--- src/rtl/ilm_pkg.sv ---
// Shared types and helpers for the iterative logarithmic multiplier.
package ilm_pkg;

  typedef enum logic [1:0] {
    IDLE,
    CALC,
    DONE
  } state_e;

  // Widest magnitude the leading-one detector has to cover.
  localparam int unsigned LOD_W = 32;

  // Index of the most significant set bit; 0 for an all-zero input.
  function automatic logic [5:0] lod(input logic [LOD_W-1:0] v);
    logic [5:0] idx;
    idx = '0;
    for (int i = 0; i < LOD_W; i++) begin
      if (v[i]) idx = 6'(i);
    end
    return idx;
  endfunction

endpackage

--- src/rtl/ilm_iter_if.sv ---
// Operand/result handshake bundle for ilm_iter.
interface ilm_iter_if #(
  parameter int WIDTH  = 8,
  parameter int ITER_W = 3
);
  logic              in_valid;
  logic              in_ready;
  logic [WIDTH:0]    in1;
  logic [WIDTH:0]    in2;
  logic [ITER_W-1:0] iters;
  logic              out_valid;
  logic              out_ready;
  logic              sign;
  logic [2*WIDTH-1:0] product;
  logic              exact;

  // Producer of operands / consumer of results.
  modport master (
    output in_valid, in1, in2, iters, out_ready,
    input  in_ready, out_valid, sign, product, exact
  );

  // The multiplier itself.
  modport slave (
    input  in_valid, in1, in2, iters, out_ready,
    output in_ready, out_valid, sign, product, exact
  );
endinterface

--- src/rtl/ilm_term.sv ---
// One Mitchell/ILM correction term: strips the leading one from each
// residual and forms the partial product those leading ones contribute.
module ilm_term
  import ilm_pkg::*;
#(
  parameter int WIDTH = 8
) (
  input  logic [WIDTH-1:0]   r1,
  input  logic [WIDTH-1:0]   r2,
  output logic [2*WIDTH-1:0] term,
  output logic [WIDTH-1:0]   q1,
  output logic [WIDTH-1:0]   q2,
  output logic               zero
);
  localparam int PW = 2 * WIDTH;

  logic [5:0] k1;
  logic [5:0] k2;

  // Leading-one detect, residual strip and three-input add.
  always_comb begin
    k1   = lod(LOD_W'(r1));
    k2   = lod(LOD_W'(r2));
    // Clearing the leading bit equals r - 2^k for any nonzero r, and
    // stays well defined (0) if a zero residual ever reaches this block.
    q1   = r1 & ~(WIDTH'(1) << k1);
    q2   = r2 & ~(WIDTH'(1) << k2);
    term = (PW'(1) << (k1 + k2)) + (PW'(q1) << k2) + (PW'(q2) << k1);
    zero = (q1 == '0) || (q2 == '0);
  end

endmodule

--- src/rtl/ilm_iter.sv ---
// Iterative logarithmic multiplier for sign-magnitude operands: one
// correction term per clock, early exit once the residual product is zero.
module ilm_iter
  import ilm_pkg::*;
#(
  parameter int WIDTH    = 8,
  parameter int MAX_ITER = 4,
  parameter int ITER_W   = $clog2(MAX_ITER + 1)
) (
  input logic       clk,
  input logic       rst_n,
  ilm_iter_if.slave bus
);
  state_e             state_q, state_d;
  logic [WIDTH-1:0]   r1_q, r1_d;
  logic [WIDTH-1:0]   r2_q, r2_d;
  logic [2*WIDTH-1:0] acc_q, acc_d;
  logic [ITER_W-1:0]  left_q, left_d;
  logic               s_q, s_d;
  logic               exact_q, exact_d;

  logic [ITER_W-1:0]  n_eff;
  logic [2*WIDTH-1:0] term;
  logic [WIDTH-1:0]   q1;
  logic [WIDTH-1:0]   q2;
  logic               t_zero;

  ilm_term #(.WIDTH(WIDTH)) u_term (
    .r1  (r1_q),
    .r2  (r2_q),
    .term(term),
    .q1  (q1),
    .q2  (q2),
    .zero(t_zero)
  );

  // Requested term count: 0 means one term, oversize requests clamp.
  always_comb begin
    if (bus.iters == '0)                        n_eff = ITER_W'(1);
    else if (bus.iters > ITER_W'(MAX_ITER))     n_eff = ITER_W'(MAX_ITER);
    else                                        n_eff = bus.iters;
  end

  // Next-state and datapath update for the accept / iterate / drain sequence.
  always_comb begin
    // NOTE: every signal gets a default first so no path leaves it unassigned, which would infer a latch.
    state_d = state_q;
    r1_d    = r1_q;
    r2_d    = r2_q;
    acc_d   = acc_q;
    left_d  = left_q;
    s_d     = s_q;
    exact_d = exact_q;
    case (state_q)
      IDLE: begin
        if (bus.in_valid) begin
          r1_d   = bus.in1[WIDTH-1:0];
          r2_d   = bus.in2[WIDTH-1:0];
          acc_d  = '0;
          left_d = n_eff;
          s_d    = bus.in1[WIDTH] ^ bus.in2[WIDTH];
          if ((bus.in1[WIDTH-1:0] == '0) || (bus.in2[WIDTH-1:0] == '0)) begin
            state_d = DONE;
            exact_d = 1'b1;
          end else begin
            state_d = CALC;
            exact_d = 1'b0;
          end
        end
      end
      CALC: begin
        acc_d  = acc_q + term;
        r1_d   = q1;
        r2_d   = q2;
        left_d = left_q - ITER_W'(1);
        if (t_zero) begin
          state_d = DONE;
          exact_d = 1'b1;
        end else if (left_q == ITER_W'(1)) begin
          state_d = DONE;
          exact_d = 1'b0;
        end
      end
      DONE: begin
        if (bus.out_ready) state_d = IDLE;
      end
      default: state_d = IDLE;
    endcase
  end

  // State and datapath registers; reset discards any operation in flight.
  always_ff @(posedge clk or negedge rst_n) begin
    if (!rst_n) begin
      state_q <= IDLE;
      r1_q    <= '0;
      r2_q    <= '0;
      acc_q   <= '0;
      left_q  <= '0;
      s_q     <= 1'b0;
      exact_q <= 1'b0;
    end else begin
      // NOTE: non-blocking assignments so every register samples pre-edge values.
      state_q <= state_d;
      r1_q    <= r1_d;
      r2_q    <= r2_d;
      acc_q   <= acc_d;
      left_q  <= left_d;
      s_q     <= s_d;
      exact_q <= exact_d;
    end
  end

  // Result is presented only in DONE; a zero product never reports negative.
  assign bus.in_ready  = (state_q == IDLE);
  assign bus.out_valid = (state_q == DONE);
  assign bus.product   = bus.out_valid ? acc_q : '0;
  assign bus.sign      = bus.out_valid && s_q && (acc_q != '0);
  assign bus.exact     = bus.out_valid && exact_q;

endmodule

--- src/flat_wrapper.sv ---
// flat-port wrapper written by rule: the top's interface ports become plain ports
module ilm_iter_flat import ilm_pkg::*;
#(
  parameter int WIDTH    = 8,
  parameter int MAX_ITER = 4,
  parameter int ITER_W   = $clog2(MAX_ITER + 1)
)
  (clk, rst_n, bus_in_valid, bus_in1, bus_in2, bus_iters, bus_out_ready, bus_in_ready, bus_out_valid, bus_sign, bus_product, bus_exact);
  ilm_iter_if #(.WIDTH(WIDTH), .ITER_W(ITER_W)) bus_i ();
  input logic clk;
  input logic rst_n;
  input wire logic [$bits(bus_i.in_valid)-1:0] bus_in_valid;
  input wire logic [$bits(bus_i.in1)-1:0] bus_in1;
  input wire logic [$bits(bus_i.in2)-1:0] bus_in2;
  input wire logic [$bits(bus_i.iters)-1:0] bus_iters;
  input wire logic [$bits(bus_i.out_ready)-1:0] bus_out_ready;
  output wire logic [$bits(bus_i.in_ready)-1:0] bus_in_ready;
  output wire logic [$bits(bus_i.out_valid)-1:0] bus_out_valid;
  output wire logic [$bits(bus_i.sign)-1:0] bus_sign;
  output wire logic [$bits(bus_i.product)-1:0] bus_product;
  output wire logic [$bits(bus_i.exact)-1:0] bus_exact;
  assign bus_i.in_valid = bus_in_valid;
  assign bus_i.in1 = bus_in1;
  assign bus_i.in2 = bus_in2;
  assign bus_i.iters = bus_iters;
  assign bus_i.out_ready = bus_out_ready;
  assign bus_in_ready = bus_i.in_ready;
  assign bus_out_valid = bus_i.out_valid;
  assign bus_sign = bus_i.sign;
  assign bus_product = bus_i.product;
  assign bus_exact = bus_i.exact;
  ilm_iter #(.WIDTH(WIDTH), .MAX_ITER(MAX_ITER), .ITER_W(ITER_W)) u_core (.clk(clk), .rst_n(rst_n), .bus(bus_i));
endmodule
--- config.mk ---
export PLATFORM = sky130hd
export DESIGN_NAME = ilm_iter_flat
export DESIGN_NICKNAME = d
export VERILOG_FILES = /design/src/rtl/ilm_pkg.sv /design/src/rtl/ilm_iter_if.sv /design/src/rtl/ilm_term.sv /design/src/rtl/ilm_iter.sv /design/src/flat_wrapper.sv
export SDC_FILE = /design/constraint.sdc
export NUM_CORES = 1
export LEC_CHECK = 0
export CORE_AREA = 2 2 100 92
export DETAILED_ROUTE_END_ITERATION = 10
export DIE_AREA = 0 0 102 94
export GPL_TIMING_DRIVEN = 0
export PLACE_DENSITY = 0.72
export SETUP_SLACK_MARGIN = 0.02
export SLEW_MARGIN = 30
export SYNTH_ARGS = -nofsm -noshare
export SYNTH_HDL_FRONTEND = slang
export SYNTH_SLANG_ARGS = --single-unit
export TNS_END_PERCENT = 20
--- constraint.sdc ---
create_clock -name clk -period 7.1 [get_ports clk]
set_clock_uncertainty 0.1 [all_clocks]
set_input_delay 1.42 -clock clk [delete_from_list [all_inputs] [get_ports clk]]
set_output_delay 1.42 -clock clk [all_outputs]
set_load 0.05 [all_outputs]
==> results.md <==
* Status: finished clean
* Num rows at 32
* Hold slack at 0.3904 ns
* Filler Cell Count at 781
* Resized Gates After CTS at 0
* CTS root buf: clkbuf_8
* Most common cell on crit path: fa_1
* Clk sinks at 39
* # IOs at 45
* Critical Path Sink Type: flip-flop
* Number of port buffers at 44
* Final setup vio count at 0
* Met2 routed WL at 5713 um
* Crit path time final at 6.128 ns
* Initial antenna violation count at 0
* Synth area leaders: dfrtp_1 21%, fa_1 13%, inv_1 6.7%
* Vias per cell at 5.868
* Syn avg cell area at 8.056 um^2
* Detailed Route Iter0 Violations at 355
* Max Transition Viols Final at 0
* Aggregate routed wire length at 12570 um
* Routed met3 length at 763 um
* Drt first pass iters at 5
* Most used DFF post-synth: dfrtp_1
* Yosys top cell area share at 0.2118
* Number of global-route vias before repair at 4268
* FF-to-FF Start: u_core.r1_q[6]
* Final Hold Fails at 0
* Buf+Inv Stages, Crit Path at 5
* CTS tree: done
* Fin nets at 701
* Ys async rst share at 1.000
* Final non-filler cell area at 5353 um^2
* Max-slew headroom at 0.4062
* RSZ-0062 raised after global routing: no
* Clock Latency Late Sink at 0.30 ns
* Placed cell count at 737
* First-pass GRT wire length at 21290 um
* Die area at 9588 um^2
* FF+latch area at 975.9 um^2
* Clock buffer count from CTS at 5
* Worst Setup SP: u_core.r1_q[6]
* CTS max path bufs at 2
* Yosys top cell by area: dfrtp_1
* Final worst-path cycle share at 0.8631
* Ratio of cells with drive above 1 in the final layout at 0.05911
* Global Route Usage Sum at 0.2836
* Area of the multi-input gates at 3183 um^2
* Initial core utilization at 0.5429
* Vias at 4372
* Area grow syn2layout at 16.16%
* Routed Antenna Nets at 0
* CP cell instances: clkbuf_1 > nor2_1 > o31ai_1 > buf_2 > inv_1 > fa_1 > clkbuf_1 > a211oi_1 > a31oi_1 > or2_2 > fa_1 > fa_1 > inv_1 > ha_1 > a21o_1 > a211o_1 > a221oi_1 > a21oi_1 > o21a_1 > o31ai_1
* HP Start: u_core.r2_q[0]
* Reg clk slew, reported paths at 0.09 ns
* Final setup TNS at 0 ns
* Largest net degree at the start of global routing at 25
* FMAX at 163.2 MHz
* Core ar. at 8488 um^2
* Post-synth EDFFs at 0
* H-tree depth at 2
* Post-synth cell types at 67
* Required @ worst endpoint at 7.20 ns
* Sequential area share after synthesis at 0.2118
* Critical path class: flip-flop to flip-flop
* Layout Cells excl Fill at 745
* # DRC at 0
* Avg WL per Cell at 16.87 um
* Hold buffer count at cts at 0
* Die Ht at 94 um
* GP Congestion at 0.9105
* Gate Count Post-Synth at 572
* FF+latch count, synth at 39
* Yosys warning total at 0
* Post-CTS setup repair buffer count at 0
* Crit-path max cell delay at 0.52 ns
* DR top layer: met4
* Max cap viols at 0
* Worst-Margin Slew at 0.8875 ns
* Worst EP arrival at 6.23 ns
* Remaining Overflow, GRT at 0
* Worst-path fanout max at 10
* Crit start category: flip-flop
* Worst min-delay path class: flip-flop to flip-flop
* Slowest CP cell: fa_1
* M1 WL at 5977 um
* Antenna Cells at 0
* Family with the most delay on the worst path: compound AO/OA/AOI/OAI gates
* Post-Syn Area at 4608 um^2
* Placed cell areas at 5216 um^2
* DPL Wire Length at 10090 um
* Die W at 102 um
## per-stage QoR
step                      setup slack, ns    util
after floorplan                     1.636       -
after global placement              1.238  0.6128
after detailed placement            1.102  0.6145
after CTS                           1.068  0.6306
after global routing               0.6458  0.6306
final                              0.9719  0.6306
## path summary, 6_finish.rpt
kind	slack (ns)	to	depth (start not counted)
hold / removal	0.39	u_core.r2_q[0]	1
hold reg to reg	0.39	u_core.r2_q[0]	1
max in group asynchronous	5.46	u_core.acc_q[13]	2
setup / recovery	0.97	u_core.acc_q[15]	20
min in group asynchronous	0.95	u_core.acc_q[0]	1
setup reg to reg	0.97	u_core.acc_q[15]	20
## per-layer routing
layer | GRT usage | vias up
met3 | 0.04167 | 13
met5 | 0 | -
li1 | - | 2074
met2 | 0.4501 | 141
met1 | 0.4196 | 2144
met4 | 0.04333 | 0
## flip-flops by register name, indices dropped and copies added, names as in the netlist
name            flops
u_core.acc_q       16
u_core.exact_q      1
u_core.left_q       3
u_core.r1_q         8
u_core.r2_q         8
u_core.s_q          1
u_core.state_q      2
## worst register-to-register path, delay by kind of cell (launching register included)
kind / cells / cell delay, ns
compound gates: 9 / 2.01
fa+ha+maj: 4 / 1.82
buf+inv: 5 / 1.22
simple gates: 2 / 0.53
flops: 1 / 0.35
## synthesized netlist by cell type, types with 4 or more instances
master / number
o22ai_1: 17
and2_1: 24
inv_1: 82
a31oi_1: 7
nor3_1: 9
or4_1: 4
o211ai_1: 4
o22a_1: 5
nand2b_1: 8
nor2_1: 45
and3_1: 11
o31ai_1: 4
xnor2_1: 11
or2_2: 7
nor2b_1: 8
buf_2: 5
a21o_1: 11
a21oi_1: 37
ha_1: 20
nand3_1: 12
nor3b_1: 4
clkbuf_1: 21
mux2i_1: 13
a2bb2oi_1: 13
nand2_1: 32
dfrtp_1: 39
nor4_1: 4
o21ai_0: 22
xor2_1: 4
fa_1: 31
## cell usage in the layout (no fill, tap or decap), types with 8 or more instances in the layout
| cell | synthesis | final |
|---|---|---|
| and2_1 | 24 | 24 |
| o22ai_1 | 17 | 17 |
| xnor2_1 | 11 | 11 |
| dfrtp_1 | 39 | 39 |
| nand2b_1 | 8 | 8 |
| clkbuf_1 | 21 | 21 |
| fa_1 | 31 | 31 |
| o21ai_0 | 22 | 22 |
| nor2b_1 | 8 | 8 |
| nand2_1 | 32 | 32 |
| nor3_1 | 9 | 9 |
| nand3_1 | 12 | 12 |
| nor2_1 | 45 | 45 |
| and3_1 | 11 | 11 |
| a2bb2oi_1 | 13 | 13 |
| clkdlybuf4s50_1 | 0 | 43 |
| mux2i_1 | 13 | 13 |
| ha_1 | 20 | 20 |
| a21oi_1 | 37 | 37 |
| inv_1 | 82 | 82 |
| a21o_1 | 11 | 11 |
## cell type report
class / count / share of cell area
tap: 119 / 0.02782
clock buffer: 5 / 0.01286
timing repair buffer: 45 / 0.08509
inverter: 86 / 0.06031
buffer: 30 / 0.02431
clock inverter: 3 / 0.01262
sequential: 39 / 0.1823
multi-input combinational: 418 / 0.5947
## kinds of logic after synthesis
kind of cell,count (synthesis),share of synthesized area
xor+xnor,15,0.02851
fa+ha+maj,51,0.1890
mux,16,0.03557
compound gates,157,0.2335
flops,39,0.2118
simple gates,177,0.2026
other cells,1,0.0008138
buf+inv,116,0.09829
Power is left out: the tool's default activity adds up to more than one toggle a clock period on the data nets, which glitch-free logic cannot reach.
